### src/rtl/reception8_pkg.sv
// Shared constants and FSM state encoding for the select-routed link receiver.
package reception8_pkg;

  localparam int WIDTH = 8;
  localparam int SEL_W = 3;

  typedef enum logic [1:0] {
    IDLE = 2'd0,
    SCAN = 2'd1,
    DONE = 2'd2
  } state_t;

endpackage

### src/rtl/reception8_check.sv
// Combinational idle-line checker: flags any low line other than the selected one.
module reception8_check
  import reception8_pkg::*;
(
  input  logic [WIDTH-1:0] lines,
  input  logic [SEL_W-1:0] cnt,
  output logic             viol
);

  logic [WIDTH-1:0] sel_mask;

  always_comb begin
    sel_mask      = '0;
    sel_mask[cnt] = 1'b1;
    viol          = |(~lines & ~sel_mask);
  end

endmodule

### src/rtl/reception8.sv
// Scans select code 0..7, captures one line per cycle, strobes the word 9 cycles after start.
// Optional idle-line check is built only with RECEPTION8_CHECK_EN defined.
module reception8
  import reception8_pkg::*;
(
  input  logic             clk,
  input  logic             rst,
  input  logic [WIDTH-1:0] iLines,
  input  logic             iStart,
  output logic             A,
  output logic             B,
  output logic             C,
  output logic [WIDTH-1:0] oData,
  output logic             oValid,
  output logic             oBusy,
  output logic             oError
);

  localparam logic [SEL_W-1:0] LAST = SEL_W'(WIDTH - 1);

  state_t           state;
  logic [SEL_W-1:0] cnt;
  logic [WIDTH-1:0] shift;
  logic [WIDTH-1:0] word;

  // Final bit comes straight from the line so oData is complete on the DONE edge.
  always_comb begin
    word      = shift;
    word[cnt] = iLines[cnt];
  end

  assign {A, B, C} = cnt;

  always_ff @(posedge clk) begin
    if (rst) begin
      state  <= IDLE;
      cnt    <= '0;
      shift  <= '0;
      oData  <= '0;
      oValid <= 1'b0;
      oBusy  <= 1'b0;
    end else begin
      case (state)
        IDLE: begin
          cnt <= '0;
          if (iStart) begin
            state <= SCAN;
            oBusy <= 1'b1;
          end
        end
        SCAN: begin
          shift[cnt] <= iLines[cnt];
          if (cnt == LAST) begin
            state  <= DONE;
            cnt    <= '0;
            oData  <= word;
            oValid <= 1'b1;
            oBusy  <= 1'b0;
          end else begin
            cnt <= cnt + SEL_W'(1);
          end
        end
        DONE: begin
          oValid <= 1'b0;
          if (iStart) begin
            state <= SCAN;
            oBusy <= 1'b1;
          end else begin
            state <= IDLE;
          end
        end
        default: begin
          state  <= IDLE;
          cnt    <= '0;
          oValid <= 1'b0;
          oBusy  <= 1'b0;
        end
      endcase
    end
  end

`ifdef RECEPTION8_CHECK_EN
  logic viol;
  logic err;

  reception8_check u_check (
    .lines (iLines),
    .cnt   (cnt),
    .viol  (viol)
  );

  // Sticky per-word flag; cleared whenever a new scan is about to begin.
  always_ff @(posedge clk) begin
    if (rst) begin
      err    <= 1'b0;
      oError <= 1'b0;
    end else begin
      oError <= 1'b0;
      if (state == SCAN) begin
        err <= err | viol;
        if (cnt == LAST) oError <= err | viol;
      end else if (iStart) begin
        err <= 1'b0;
      end
    end
  end
`else
  assign oError = 1'b0;
`endif

endmodule

### config.mk
export PLATFORM = sky130hd
export DESIGN_NAME = reception8
export DESIGN_NICKNAME = d
export VERILOG_FILES = /design/src/rtl/reception8_pkg.sv /design/src/rtl/reception8_check.sv /design/src/rtl/reception8.sv
export SDC_FILE = /design/constraint.sdc
export NUM_CORES = 1
export LEC_CHECK = 0
export CORE_ASPECT_RATIO = 0.9
export CORE_MARGIN = 1
export CORE_UTILIZATION = 23
export DETAILED_ROUTE_END_ITERATION = 8
export GPL_ROUTABILITY_DRIVEN = 0
export PLACE_DENSITY_LB_ADDON = 0.15
export RECOVER_POWER = 100
export SLEW_MARGIN = 15
export SYNTH_ARGS = -nofsm -noshare
export SYNTH_HDL_FRONTEND = slang
export SYNTH_SLANG_ARGS = --single-unit
### constraint.sdc
create_clock -name clk -period 1.85 [get_ports clk]
set_clock_uncertainty 0.1 [all_clocks]
set_input_delay 0.37 -clock clk [delete_from_list [all_inputs] [get_ports clk]]
set_output_delay 0.37 -clock clk [all_outputs]
set_load 0.05 [all_outputs]
==> summary.md <==
| Metric | Value |
|---|---|
| Max Cap Violations | 0 |
| Crit path launch type | flip-flop |
| Vias/cell | 4.43 |
| I/O Buffers | 23 |
| Layout Nets | 160 |
| Worst endpoint required time | 1380 ps |
| Async S/R FF share, synth | 0% |
| CP Cell Sequence | clkbuf_2, buf_12 |
| RSZ-0062 raised after global routing | no |
| Largest net degree at the start of global routing | 19 |
| Postcts setup bufs | 0 |
| FMAX | 614 MHz |
| Synth unique cells | 38 |
| Setup WS pre-CTS | 188 ps |
| Inserted Diodes | 0 |
| FP Rows | 23 |
| CTS buffer count | 3 |
| Initial Util | 24.5% |
| Detail Placement HPWL | 1.83 mm |
| DIE HEIGHT | 68.0 um |
| Total core area | 4550 um2 |
| CTS tree | done |
| Cts repair resizes | 0 |
| Final Setup Violations | 0 |
| Clk pwr share | 33.5% |
| Max stage delay on crit path | 360 ps |
| IO Count | 25 |
| DRT iter0 DRCs | 22 |
| Cell type group with the largest total delay on the critical path | buffers and inverters |
| Count of final hold-check violations | 0 |
| Sequential Power Share | 54.2% |
| Final period util | 88.0% |
| CTS clk-pin slew, worst paths | 90 ps |
| GRT overflow | 0 |
| Sw Share | 25.0% |
| Core Util, Final | 30.8% |
| Peak VDD IR | 0.295 mV |
| Post-Syn Nets | 133 |
| Total number of vias | 921 |
| Actual slew at the worst max-slew pin | 604 ps |
| DR DRC count | 0 |
| Clock sink count | 23 |
| Hold WS | 366 ps |
| Most frequent cells in the layout | 22 x dfxtp_1, 15 x nor2_1, 14 x clkbuf_1 |
| Mapped Cells | 120 |
| Crit path depth | 2 |
| Slew margin rel. | 59.9% |
| Post-Route WL | 2.48 mm |
| Synth area leader | dfxtp_1 |
| Post-synth EDFFs | 0 |
| Switching Power | 237 uW |
| GRT Overall Usage | 10.9% |
| CP max FO | 18 |
| Antenna-violating nets left | 0 |
| Avg WL per Cell | 11.9 um |
| Fillcell total | 508 |
| Internal power | 710 uW |
| Chip width | 75.3 um |
| Vias in the first global route | 891 |
| Clock Path Buffers | 2 |
| Commonest non-fill, non-tap cell in the layout | dfxtp_1 |
| Synth Register Bits | 23 |
| Mapped cell area | 1110 um2 |
| Fraction of layout cells with a size suffix above 1 | 11.6% |
| 1st-pass router iterations | 4 |
| Sequential area share after synthesis | 41.4% |
| Period minus WS final | 1630 ps |
| Ys Warns | 0 |
| Power per cell area | 676 nW/um2 |
| Main area contributors after synthesis | dfxtp_1 41%, mux2i_1 8.1%, a211oi_1 6.1% |
| Worst min-delay path class | flip-flop to flip-flop |
| Die area | 5120 um2 |
| CP max-delay cell | clkbuf_2 |
| WP buf/inv | 2 |
| Setup CP Type | flip-flop to output pin |
| Clk root buf | clkbuf_8 |
| Average size of a mapped cell | 9.27 um2 |
| Run status | complete, no violations |
| P_leak | 0.488 nW |
| Crit path DAT | 1160 ps |
| Max-slew violations | 0 |
| Post-Route Setup TNS | 0 ps |
| Area delta synth->final | 26.0% |
| WHS Path Cells | 2 |
| R2R cell count | 4 |
| Critical path endpoint category | output pin |
| H-tree depth | 1 |
| Global-route wire length before repair | 4.19 mm |
| Ys flop type | dfxtp_1 |
| PnR worst setup slack | 222 ps |
| Area share of the largest cell type after synthesis | 41.4% |
| Clk_lat worst skew | 260 ps |
| CTS hold repair buffers | 0 |
| Gate power share | 12.3% |
| Initial antenna violation count | 0 |
[kinds of logic (layout without fill, tap and decap cells)]
group / after synthesis / in the layout / synth area share [%]
simple gates: 45 / 45 / 23.8
compound gates: 26 / 26 / 15.7
flops: 23 / 23 / 41.4
buf+inv: 14 / 40 / 8.32
mux: 9 / 9 / 8.10
fa+ha+maj: 2 / 2 / 2.25
other cells: 1 / 1 / 0.337
[sequential cells by signal (all words and copies together) (netlist names)]
register  cells
oData         8
oValid        1
oBusy         1
shift         8
cnt           3
state         2
[power groups by stage]
stage               registers [mW]  logic [mW]  clock network (mW)
floorplan                    0.537      0.0598                   0
detailed placement           0.525       0.123                   0
global placement             0.525       0.123                   0
global route                 0.515       0.128               0.347
finish                       0.513       0.116               0.318
CTS                          0.514       0.124               0.334
[area by class of cell]
class	instances	area (um2)	share of cell area, %
Clock buffer	4	45.0	3.21
Inverter	4	15.0	1.07
Tap cell	62	77.6	5.54
Multi-Input combinational cell	83	553	39.5
Sequential cell	23	462	32.9
Timing Repair Buffer	32	249	17.8
[per-layer routing]
layer,vias to the layer above,GRT usage (%),share of wire [%],wire (um)
met3,2,2.65,3.8,93
met4,0,3.70,0.65,16
met2,18,17.2,44,1090
met1,422,14.6,51,1270
met5,-,0,0,0
li1,479,-,-,-
[final timing paths]
kind,start,end,slack (ps)
hold reg to reg,shift[0]$_SDFFE_PP0N_,shift[0]$_SDFFE_PP0N_,370
setup / recovery,cnt[0]$_SDFFE_PP0P_,C,220
setup reg to reg,cnt[0]$_SDFFE_PP0P_,shift[5]$_SDFFE_PP0N_,250
hold / removal,shift[0]$_SDFFE_PP0N_,shift[0]$_SDFFE_PP0N_,370
[worst register-to-register path, stage by stage (launching register included)]
cell	delay [ps]
dfxtp_1	340
clkbuf_2	360
inv_2	90
nor4_1	410
mux2i_1	230
[cell usage after synthesis, types with 2 or more instances]
library cell and n:
a211oi_1 9, a21oi_1 7, a22oi_1 2, buf_4 3, buf_6 2, clkbuf_1 2, dfxtp_1 23, ha_1 2
inv_1 3, mux2i_1 9, nand2_1 2, nand2b_1 6, nand3b_1 2, nand4_1 2, nor2_1 15, nor2b_1 3
nor3_1 2, nor3b_1 3, o21ai_0 3, o41ai_1 2
[per-stage QoR]
step           total power [mW]  cells  area (um2)
4_1_cts                   0.972    208        1460
2_1_floorplan             0.597    120        1110
3_3_place_gp              0.647    204        1420
6_report                  0.947    208        1400
3_5_place_dp              0.649    204        1420
5_1_grt                   0.990    208        1400
(Power assumes the default switching activity.)
